### src/rtl/cont_crescente_rega.sv
// Programmable up-counter/timer for the irrigation controller: counts qualified ticks 0..MAX_COUNT.
// Optional continuous (wrap-around) mode with a Carry pulse is enabled by defining CONT_WRAP_EN.
module cont_crescente_rega #(
  parameter int WIDTH     = 3,
  parameter int MAX_COUNT = 5,
  parameter int PRESCALE  = 1
) (
  input  logic             Clk,
  input  logic             Reset,
  input  logic             Start,
  input  logic             Abort,
  input  logic             Hold,
  input  logic             Tick,
  output logic [WIDTH-1:0] Count,
  output logic             Busy,
  output logic             Done,
  output logic             Carry
);

  localparam logic [1:0]       ST_IDLE  = 2'd0;
  localparam logic [1:0]       ST_RUN   = 2'd1;
  localparam logic [1:0]       ST_DONE  = 2'd2;
  localparam logic [WIDTH-1:0] MAX_C    = WIDTH'(MAX_COUNT);
  localparam logic [WIDTH-1:0] ZERO_C   = {WIDTH{1'b0}};
  localparam logic [WIDTH-1:0] ONE_C    = WIDTH'(1);
  localparam logic [3:0]       PRE_LAST = 4'(PRESCALE - 1);

  logic [1:0]       state_r;
  logic [1:0]       state_s;
  logic [WIDTH-1:0] count_r;
  logic [WIDTH-1:0] count_s;
  logic [3:0]       pre_r;
  logic [3:0]       pre_s;
  logic             busy_r;
  logic             done_r;
  logic             carry_r;
  logic             carry_s;
  logic             accepted_s;

  // Advances the count by one step, wrapping to zero only from the terminal value.
  function automatic logic [WIDTH-1:0] step_count(input logic [WIDTH-1:0] cur);
    logic [WIDTH-1:0] nxt;
    if (cur == MAX_C) begin
      nxt = ZERO_C;
    end else begin
      nxt = cur + ONE_C;
    end
    return nxt;
  endfunction

  // Next-state and next-count decode; Abort outranks Start, which outranks Tick.
  always_comb begin
    state_s    = state_r;
    count_s    = count_r;
    pre_s      = pre_r;
    carry_s    = 1'b0;
    accepted_s = Tick & ~Hold;
    case (state_r)
      ST_IDLE: begin
        if (Start) begin
          state_s = ST_RUN;
          count_s = ZERO_C;
          pre_s   = 4'd0;
        end else begin
          state_s = ST_IDLE;
          count_s = ZERO_C;
          pre_s   = 4'd0;
        end
      end
      ST_RUN: begin
        if (Abort) begin
          state_s = ST_IDLE;
          count_s = ZERO_C;
          pre_s   = 4'd0;
        end else if (Start) begin
          state_s = ST_RUN;
          count_s = ZERO_C;
          pre_s   = 4'd0;
        end else if (accepted_s) begin
          if (pre_r == PRE_LAST) begin
            pre_s   = 4'd0;
            count_s = step_count(count_r);
`ifdef CONT_WRAP_EN
            // Continuous mode: the terminal step wraps and flags Carry, never leaving RUN.
            if (count_r == MAX_C) begin
              carry_s = 1'b1;
            end else begin
              carry_s = 1'b0;
            end
`else
            if (step_count(count_r) == MAX_C) begin
              state_s = ST_DONE;
            end else begin
              state_s = ST_RUN;
            end
`endif
          end else begin
            pre_s = pre_r + 4'd1;
          end
        end else begin
          state_s = ST_RUN;
        end
      end
      ST_DONE: begin
        if (Abort) begin
          state_s = ST_IDLE;
          count_s = ZERO_C;
          pre_s   = 4'd0;
        end else if (Start) begin
          state_s = ST_RUN;
          count_s = ZERO_C;
          pre_s   = 4'd0;
        end else begin
          state_s = ST_DONE;
          count_s = MAX_C;
          pre_s   = 4'd0;
        end
      end
      default: begin
        state_s = ST_IDLE;
        count_s = ZERO_C;
        pre_s   = 4'd0;
      end
    endcase
  end

  // State, count and status flags; flags decode the next state so they line up with state_r.
  always_ff @(posedge Clk) begin
    if (Reset) begin
      state_r <= ST_IDLE;
      count_r <= ZERO_C;
      pre_r   <= 4'd0;
      busy_r  <= 1'b0;
      done_r  <= 1'b0;
      carry_r <= 1'b0;
    end else begin
      state_r <= state_s;
      count_r <= count_s;
      pre_r   <= pre_s;
      busy_r  <= (state_s == ST_RUN);
      done_r  <= (state_s == ST_DONE);
      carry_r <= carry_s;
    end
  end

  assign Count = count_r;
  assign Busy  = busy_r;
  assign Done  = done_r;
  assign Carry = carry_r;

endmodule

### config.mk
export PLATFORM = sky130hd
export DESIGN_NAME = cont_crescente_rega
export DESIGN_NICKNAME = d
export VERILOG_FILES = /design/src/rtl/cont_crescente_rega.sv
export SDC_FILE = /design/constraint.sdc
export NUM_CORES = 1
export LEC_CHECK = 0
export BUFFER_PORTS_ARGS = -buffer_cell sky130_fd_sc_hd__buf_2
export CORE_ASPECT_RATIO = 0.9
export CORE_MARGIN = 1.5
export CORE_UTILIZATION = 40
export CTS_CLUSTER_DIAMETER = 60
export DETAILED_ROUTE_END_ITERATION = 8
export PLACE_DENSITY = 0.68
export REMOVE_ABC_BUFFERS = 1
export SLEW_MARGIN = 20
export SYNTH_ARGS = -nofsm -noshare
export SYNTH_HDL_FRONTEND = slang
export SYNTH_SLANG_ARGS = --single-unit
### constraint.sdc
create_clock -name Clk -period 5.1 [get_ports Clk]
set_clock_uncertainty 0.15 [all_clocks]
set_input_delay 0.255 -clock Clk [delete_from_list [all_inputs] [get_ports Clk]]
set_output_delay 0.255 -clock Clk [all_outputs]
set_load 0.01 [all_outputs]
==> results of run 1 <==
cell usage in the layout (no fill, tap or decap), types with 2 or more instances in the layout:
cell type   n
nor3b_1     2
inv_1       6
buf_2      10
o31ai_2     2
clkbuf_4    3
nor2_1      6
ha_1        6
a21oi_1     4
mux2i_1     2
xor2_1      2
nand3b_1    3
nand2_1     5
nor3_1      2
nand2b_1    4
dfxtp_1    11
worst min-delay path by stage:
stage                   from  depth (start not counted)    endpoint
floorplan              Reset                          1    Count[1]
global placement    pre_r[0]                          2    pre_r[0]
detailed placement  pre_r[0]                          2    pre_r[0]
CTS                    Reset                          2  state_r[0]
global route           Reset                          2  state_r[0]
finish                 Reset                          2  state_r[0]
state kept, by name, summed over array words and instances, names as in the netlist:
| name | cells |
|---|---|
| Count | 3 |
| Busy | 1 |
| pre_r | 4 |
| state_r | 2 |
| Done | 1 |
metrics by stage:
| stage | worst slack, ns | hold WS, ns | utilization (%) |
|---|---|---|---|
| after floorplan | 3.42 | 0.178 | - |
| after global placement | 3.29 | 0.323 | 48.4 |
| after detailed placement | 3.26 | 0.359 | 48.4 |
| after CTS | 3.24 | 0.123 | 50.2 |
| after global routing | 3.13 | 0.126 | 50.2 |
| final | 3.23 | 0.134 | 50.2 |
power groups by stage:
stage | clock network, uW | registers, uW | logic, uW
finish | 59.5 | 87.7 | 15.1
global route | 66.3 | 87.8 | 16.7
CTS | 60.8 | 87.7 | 15.1
detailed placement | 0 | 89.7 | 15.0
global placement | 0 | 89.7 | 14.4
floorplan | 0 | 90.0 | 8.46
logic make-up (layout without fill, tap and decap cells):
family          after synthesis  count (layout)
simple gates                 32              32
fa+ha+maj                     6               6
flops                        11              11
buf+inv                      10              20
compound gates               12              12
mux                           2               2
xor+xnor                      2               2
other cells                   1               1
metal layers:
metal / vias up / wire length, um / global-route usage, %
li1: 281 / - / -
met1: 248 / 563 / 19.9
met2: 19 / 551 / 20.3
met3: 0 / 98 / 6.47
met4: 0 / 0 / 3.43
met5: - / 0 / 0
layout make-up:
cell class | count | area, um2
fillers | 151 | 753
multi-input cells | 55 | 412
flip-flops and latches | 11 | 220
repair buffers | 10 | 50.0
well taps | 22 | 27.5
clock buffers | 3 | 22.5
inverters | 6 | 22.5
clock inverters | 1 | 5.00
==> out/results.tsv, run 1 <==
metric	value	unit
IO Port Bufs	10	
critical path's largest stage delay	0.51	ns
H-tree Lvls	1	
HP Class	in2reg	
CTS root buf	clkbuf_4	
final setup vio count	0	
IO Count	12	
placed cell count	104	
CTS-repair resized insts	0	
Relative slew margins	56.6	%
VDD IR-drop max	0.173	mV
drt drc	0	
Critical Path AT	1.94	ns
Reg2Reg Capture Point	Done	
Die Y	42.0	um
Critical Path Start Type	register	
Post-Synth Simple-Gate Area	28.7	%
proportion of synthesized area in mux cells	2.96	%
beginning of the critical path	state_r[1]	
Ys Warns	0	
combinational power share	9.3	%
cell area after layout	759	um2
routability cong.	0.807	
via count	548	
top cells by count, synth	dfxtp_1 (11), ha_1 (6), inv_1 (6), nor2_1 (6), nand2_1 (5)	
routed wire length per instance	11.2	um
setup TNS	0	ns
row cnt	13	
reg2reg setup slack	3.23	ns
Area contributors post-synth	dfxtp_1 (33%), ha_1 (11%), nand2b_1 (3.7%), o31ai_2 (3.7%), inv_1 (3.3%)	
hold buffers post-CTS	0	
critical path class	reg2reg	
main flop type after synthesis	dfxtp_1	
CP Buf/Inv Count	1	
final worst path period share	36.7	%
initial antenna violation count	0	
Data required, critical path	5.17	ns
Leak	0.000307	uW
clock share of power	36.7	%
compound-cell area share of the yosys netlist	15.0	%
Synth Instances	76	
postcts setup bufs	0	
core area	1510	um2
FFs w/ async S/R, synth	0	%
Post-DP Area	732	um2
most frequent cell after synthesis	dfxtp_1	
unrepaired setup endpoints after global routing	no	
initial drt markers	10	
largest net degree at the start of global routing	10	
number of buffers created by CTS	3	
Non-Filler Instances	108	
post-synthesis cell area	676	um2
share of layout cells above drive strength 1	24.4	%
Int Pwr	122	uW
ANT nets after route	0	
switching share of power	25.0	%
Max Cap Viol	0	
Reg power frac	54.0	%
Crit Path Max Fanout	8	
share of the synthesized area in the top cell type	32.6	%
Sw Pwr	40.5	uW
Die ar.	1940	um2
outcome	completed	
Synth Area in Adders	11.1	%
Tmin final	1.87	ns
Register-to-Register Path Depth	5	
worst path cell trace	inv_1, ha_1, or3b_1, o31ai_2, and3_1	
# diodes	0	
Clk Latency, worst-skew pair	0.27	ns
largest family of logic cells by synthesized area	simple AND/OR/NAND/NOR gates	
Area Overhead vs Synth	12.4	%
Worst R2R Start	state_r[1]	
Starting Density	44.7	%
GRT overflow	0	
post-synthesis xor/xnor area fraction	2.59	%
first-pass GRT wire length	2.06	mm
syn avg cell area	8.89	um2
cell family with most CP delay	simple AND/OR/NAND/NOR gates	
CP endpoint kind	register	
dpl hpwl	928	um
PD cells	214	nW/um2
Worst-path clk slew	0.07	ns
NumNets Final	99	
Least-Margin Pin Slew	0.649	ns
CTS Sinks	11	
DRT Pass-1 Iters	4	
Post-synth EDFFs	0	
CP max stage cell	or3b_1	
number of global-route vias before repair	475	
Stages on worst setup path	5	
Hold Vio Cnt, Final	0	
CTS tree	built	
count of different cell masters after synthesis	33	
Total GRT Usage	14.4	%
post-synthesis sequential area ratio	32.6	%
Max Transition Viols Final	0	
Clock Tree Buf Depth	2	
Chip Width	46.3	um
Final Power	162	uW
FF+latch count, synth	11	
Yosys top cell by area	dfxtp_1	
Via density	5.07	
worst setup path end	Done	
WL final	1.21	mm
fmax	534	MHz
No activity file was read; power rests on OpenSTA's default activity.
==> inputs of run 2 (changes only) <==
--- a/config.mk
+++ b/config.mk
@@ -5,13 +5,14 @@
 export SDC_FILE = /design/constraint.sdc
 export NUM_CORES = 1
 export LEC_CHECK = 0
+export ABC_AREA = 1
 export BUFFER_PORTS_ARGS = -buffer_cell sky130_fd_sc_hd__buf_2
 export CORE_ASPECT_RATIO = 0.9
 export CORE_MARGIN = 1.5
 export CORE_UTILIZATION = 40
 export CTS_CLUSTER_DIAMETER = 60
 export DETAILED_ROUTE_END_ITERATION = 8
-export PLACE_DENSITY = 0.68
+export PLACE_DENSITY = 0.7
 export REMOVE_ABC_BUFFERS = 1
 export SLEW_MARGIN = 20
 export SYNTH_ARGS = -nofsm -noshare
==> constraint.sdc (replaced) <==
create_clock -name Clk -period 1.65 [get_ports Clk]
set_clock_uncertainty 0.15 [all_clocks]
set_input_delay 0.0825 -clock Clk [delete_from_list [all_inputs] [get_ports Clk]]
set_output_delay 0.0825 -clock Clk [all_outputs]
set_load 0.01 [all_outputs]
==> run 2 against run 1 <==
Sequential share of layout area fell by 1.9 points. Core utilization fell by 1.3 points. Fmax rose by 28%. Die area rose by 4.0%.
==> out/results.tsv, run 2 <==
metric	value	unit	change
share of the synthesized area in the top cell type	31.3	%	was 32.6%
main flop type after synthesis	dfxtp_1		unchanged
Area Overhead vs Synth	15.5	%	was 12.4%
initial drt markers	14		was 10
grt met3 use	6.38	%	was 6.47%
Int Pwr	385	uW	was 122 uW
FF+latch count, synth	11		unchanged
Crit Path Max Fanout	4		was 8
Die ar.	2020	um2	was 1940 um2
Ys Warns	0		unchanged
via count	624		was 548
Post-synth EDFFs	0		unchanged
H-tree Lvls	1		unchanged
Hold EP	pre_r[1]		was state_r[0]
hold_sp	Hold		was Reset
met2 Use GR	22.2	%	was 20.3%
most frequent cell after synthesis	nand2_1		was dfxtp_1
number of buffers created by CTS	3		unchanged
number of global-route vias before repair	542		was 475
syn avg cell area	6.91	um2	was 8.89 um2
core area	1660	um2	was 1510 um2
PD cells	641	nW/um2	was 214 nW/um2
Tmin final	1.46	ns	was 1.87 ns
met1 GRT Util	19.9	%	about the same
CTS Sinks	11		unchanged
Sw Pwr	137	uW	was 40.5 uW
initial antenna violation count	0		unchanged
Reg power frac	52.4	%	was 54.0%
Critical Path AT	1.53	ns	was 1.94 ns
CP endpoint kind	register		unchanged
WL final	1.27	mm	was 1.21 mm
largest net degree at the start of global routing	8		was 10
switching share of power	26.2	%	was 25.0%
GRT overflow	0		unchanged
ANT nets after route	0		unchanged
post-synthesis cell area	704	um2	was 676 um2
Hold Path Depth	4		was 2
FFs w/ async S/R, synth	0	%	unchanged
Reg2Reg Capture Point	Count[1]		was Done
HP Class	in2reg		unchanged
IO Port Bufs	10		unchanged
CTS tree	built		unchanged
combinational power share	11.0	%	was 9.3%
NumNets Final	129		was 99
Hold Slack	0.00615	ns	was 0.134 ns
Clock Tree Buf Depth	2		unchanged
Worst-path clk slew	0.08	ns	was 0.07 ns
clock share of power	36.7	%	about the same
Clk Latency, worst-skew pair	0.27	ns	about the same
Most Crowded Layer GR	met2		unchanged
top cells by count, synth	nand2_1 (26), inv_1 (16), dfxtp_1 (11), nor2_1 (11), ha_1 (6)		was dfxtp_1 (11), ha_1 (6), inv_1 (6), nor2_1 (6), nand2_1 (5)
DRT Pass-1 Iters	4		unchanged
# diodes	0		unchanged
Chip Width	47.2	um	was 46.3 um
Max Transition Viols Final	0		unchanged
post-synthesis sequential area ratio	31.3	%	was 32.6%
final worst path period share	88.4	%	was 36.7%
Total GRT Usage	15.0	%	was 14.4%
most common cell after layout, fill and taps aside	nand2_1		was dfxtp_1
Starting Density	42.3	%	was 44.7%
Worst R2R Start	state_r[1]		unchanged
fmax	685	MHz	was 534 MHz
routed wire length per instance	9.09	um	was 11.2 um
routability cong.	0.871		was 0.807
reg2reg setup slack	0.19	ns	was 3.23 ns
IO Count	12		unchanged
Critical Path Start Type	register		unchanged
final setup vio count	0		unchanged
first-pass GRT wire length	2.19	mm	was 2.06 mm
Area contributors post-synth	dfxtp_1 (31%), nand2_1 (14%), ha_1 (11%), inv_1 (8.5%), nor2_1 (5.9%)		was dfxtp_1 (33%), ha_1 (11%), nand2b_1 (3.7%), o31ai_2 (3.7%), inv_1 (3.3%)
unrepaired setup endpoints after global routing	no		unchanged
max FFs per register	4		unchanged
setup TNS	0	ns	unchanged
Register-to-Register Path Depth	8		was 5
Leak	0.000432	uW	was 0.000307 uW
Hold Vio Cnt, Final	0		unchanged
Via density	4.46		was 5.07
Max Cap Viol	0		unchanged
count of different cell masters after synthesis	22		was 33
Die Y	42.8	um	was 42.0 um
dpl hpwl	1.02	mm	was 928 um
drt drc	0		unchanged
commonest cells after routing, fill and taps aside	nand2_1 (26), inv_1 (16), dfxtp_1 (11), nor2_1 (11), buf_2 (10)		was dfxtp_1 (11), buf_2 (10), inv_1 (6), nor2_1 (6), ha_1 (6)
row cnt	14		was 13
share of layout cells above drive strength 1	25.9	%	was 24.4%
Yosys top cell by area	dfxtp_1		unchanged
Data required, critical path	1.72	ns	was 5.17 ns
CTS root buf	clkbuf_4		unchanged
Synth Instances	102		was 76
VDD IR-drop max	0.482	mV	was 0.173 mV
outcome	completed		unchanged
critical path class	reg2reg		unchanged
Top reg by flops	pre_r		unchanged
fillcell total	165		was 151
[run 2: changes by cell type after synthesis, sizes merged, moves of 3 or more]
cell	previous run	this run
a21oi	5	2
buf	4	1
inv	6	20
nand2	5	30
nand2b	4	0
nand3	2	6
nand3b	3	0
nor2	6	15
nor3b	3	0
o21ai	0	4
o31ai	3	0
[run 2: final cells by class]
cell class	instances	area [um2]	share of cell area, %
clock buffers	4	26.3	3.23
well taps	24	30.0	3.69
flip-flops and latches	11	220	27.1
inverters	21	78.8	9.69
multi-input cells	69	398	48.9
repair buffers	11	60.1	7.38
[run 2: power groups by stage]
| stage | sequential (uW) | combinational, uW | clock, uW |
|---|---|---|---|
| after floorplan | 280 | 37.6 | 0 |
| after global placement | 279 | 54.4 | 0 |
| after detailed placement | 279 | 54.9 | 0 |
| after CTS | 273 | 57.1 | 205 |
| after global routing | 274 | 64.9 | 210 |
| final | 273 | 57.2 | 191 |
[run 2: worst max-delay path by stage]
stage                    start        to  cells after the start
global placement    state_r[1]  Count[1]                      8
detailed placement  state_r[1]      Busy                      9
global route        state_r[1]      Busy                      9
floorplan           state_r[1]      Busy                      9
finish              state_r[1]  Count[1]                      8
CTS                 state_r[1]      Busy                      9
[run 2: metrics by stage]
step	area (um2)	setup WS (ns)	total power, uW	cells	utilization (%)
CTS	813	0.206	536	140	48.9
finish	813	0.191	521	140	48.9
floorplan	697	0.346	317	101	-
global route	813	0.0606	548	140	48.9
global placement	777	0.229	334	135	46.7
detailed placement	777	0.219	334	135	46.7
[run 2: what timing repair did]
action / 4_1_cts / 5_1_grt
buffers inserted: 0 / 0
hold buffers: 1 / 0
endpoints found under the hold margin: 2 / 0
gates resized for setup: 0 / 0
[run 2: worst max-delay path, cell delays in order (launching register included)]
cell and delay (ns):
dfxtp_1 0.33, inv_1 0.11, ha_1 0.22, nand4_1 0.17, nor2_2 0.20, inv_2 0.08
nand2_1 0.05, o21ai_1 0.05, inv_1 0.05
[run 2: cells by family (layout without fill, tap and decap cells)]
| family | after synthesis | after routing | share of synthesized area [%] |
|---|---|---|---|
| AND/OR/NAND/NOR | 53 | 53 | 36.4 |
| buffers and inverters | 22 | 36 | 12.3 |
| flip-flops | 11 | 11 | 31.3 |
| AO/OA/AOI/OAI | 7 | 7 | 6.39 |
| adder cells (fa/ha/maj) | 6 | 6 | 10.7 |
| XOR/XNOR | 2 | 2 | 2.49 |
| other | 1 | 1 | 0.532 |
[run 2: layer usage]
metal  vias up  part of all wire (%)
li1        334                     -
met5         -                     0
met4         0                     0
met3         0                   4.2
met1       278                    47
met2        12                    49
==> inputs of run 3 (changes only) <==
--- a/config.mk
+++ b/config.mk
@@ -12,6 +12,7 @@
 export CORE_UTILIZATION = 40
 export CTS_CLUSTER_DIAMETER = 60
 export DETAILED_ROUTE_END_ITERATION = 8
+export GPL_TIMING_DRIVEN = 0
 export PLACE_DENSITY = 0.7
 export REMOVE_ABC_BUFFERS = 1
 export SLEW_MARGIN = 20
==> run 3 against run 2 <==
Global-route usage is 1.3 points higher. Critical path depth is 3 lower. Flip-flop and latch count stayed put. Combinational power is 2% higher. Routed wire length is 1.9% higher. Clock power hardly changed. Critical path type is now in2reg. Largest cell class unchanged.
==> out/results.tsv, run 3 (same netlist as run 2, synthesis figures left out) <==
metric	value	unit	change
outcome	completed		unchanged
Layout Utilization	49.5	%	was 48.9%
hold_sp	Abort		was Hold
routed wire length per instance	9.19	um	was 9.09 um
dpl hpwl	1.03	mm	was 1.02 mm
VDD IR-drop max	0.656	mV	was 0.482 mV
fillcell total	173		was 165
CTS root buf	clkbuf_4		unchanged
H-tree Lvls	1		unchanged
unrepaired setup endpoints after global routing	no		unchanged
NumNets Final	130		was 129
Starting Density	42.3	%	unchanged
Hold Vio Cnt, Final	0		unchanged
GRT overflow	0		unchanged
max FFs per register	4		unchanged
Leak	0.000435	uW	was 0.000432 uW
postcts setup bufs	0		unchanged
Worst R2R Start	state_r[1]		unchanged
number of buffers created by CTS	3		unchanged
commonest cells after routing, fill and taps aside	nand2_1 (26), inv_1 (16), dfxtp_1 (11), nor2_1 (11), buf_2 (10)		unchanged
number of global-route vias before repair	586		was 542
Die Y	42.8	um	unchanged
drt drc	0		unchanged
initial antenna violation count	0		unchanged
Die ar.	2020	um2	unchanged
Critical Path AT	1.57	ns	was 1.53 ns
CTS tree	built		unchanged
Clock Tree Buf Depth	2		unchanged
Max Transition Viols Final	0		unchanged
row cnt	14		unchanged
WL final	1.30	mm	was 1.27 mm
reg2reg setup slack	0.18	ns	was 0.19 ns
Area Overhead vs Synth	16.9	%	was 15.5%
most common cell after layout, fill and taps aside	nand2_1		unchanged
Crit Path Max Fanout	7		was 4
Worst-path clk slew	0.07	ns	was 0.08 ns
Max Cap Viol	0		unchanged
multi-input gate area in the final layout	398	um2	unchanged
initial drt markers	6		was 14
Clk Latency, worst-skew pair	0.27	ns	about the same
IO Count	12		unchanged
fmax	656	MHz	was 685 MHz
final setup vio count	0		unchanged
# diodes	0		unchanged
final setup margin	0.125	ns	was 0.191 ns
HP Class	in2reg		unchanged
beginning of the critical path	Tick		was state_r[1]
PD cells	637	nW/um2	was 641 nW/um2
CP endpoint kind	register		unchanged
final worst path period share	92.4	%	was 88.4%
CTS Sinks	11		unchanged
Top reg by flops	pre_r		unchanged
DRT Pass-1 Iters	4		unchanged
Tmin final	1.52	ns	was 1.46 ns
setup TNS	0	ns	unchanged
register area	220	um2	unchanged
Final Power	524	uW	was 521 uW
critical path class	in2reg		was reg2reg
via count	637		was 624
Chip Width	47.2	um	unchanged
largest net degree at the start of global routing	8		unchanged
ANT nets after route	0		unchanged
Data required, critical path	1.69	ns	was 1.72 ns
CTS-repair resized insts	0		unchanged
Hold Slack	0.0285	ns	was 0.00615 ns
IO Port Bufs	10		unchanged
Total GRT Usage	16.3	%	was 15.0%
routability cong.	0.838		was 0.871
hold buffers post-CTS	2		was 1
Via density	4.52		was 4.46
core area	1660	um2	unchanged
first-pass GRT wire length	2.29	mm	was 2.19 mm
share of layout cells above drive strength 1	25.6	%	was 25.9%
Critical Path Start Type	input pin		was register
Setup Slack @ Placement	0.196	ns	was 0.219 ns
-- run 3: worst paths after layout --
kind | endpoint | cells after the start
worst max-delay path | pre_r[1] | 5
worst min-delay path | pre_r[1] | 4
worst max register to register | Count[1] | 8
worst min register to register | pre_r[0] | 2
-- run 3: routing by layer --
layer,GRT usage [%],vias to the layer above,share of wire (%)
met2,25.1,17,47
li1,-,332,-
met4,3.33,0,1.0
met1,19.5,286,46
met5,0,-,0
met3,8.94,2,5.4
-- run 3: stage by stage --
stage,cell area (um2),cells
global route,823,141
detailed placement,777,135
finish,823,141
global placement,777,135
CTS,823,141
floorplan,697,101
-- run 3: final cells by class --
cell class	instances	area share (%)
multi-input combinational	69	48.3
sequential	11	26.7
inverter	21	9.57
timing repair buffer	12	8.51
tap	24	3.65
clock buffer	4	3.19
-- run 3: power by group --
| group | switching (uW) | leakage [uW] | internal (uW) |
|---|---|---|---|
| logic | 35.4 | 0.000331 | 23.1 |
| registers | 3.77 | 0.0000891 | 270 |
| clock network | 98.9 | 0.0000150 | 93.7 |
-- run 3: critical path, stage by stage --
cell           delay [ns]
dlygate4sd3_1        0.51
buf_2                0.12
nand2_4              0.08
dlygate4sd3_1        0.57
a211oi_1             0.21
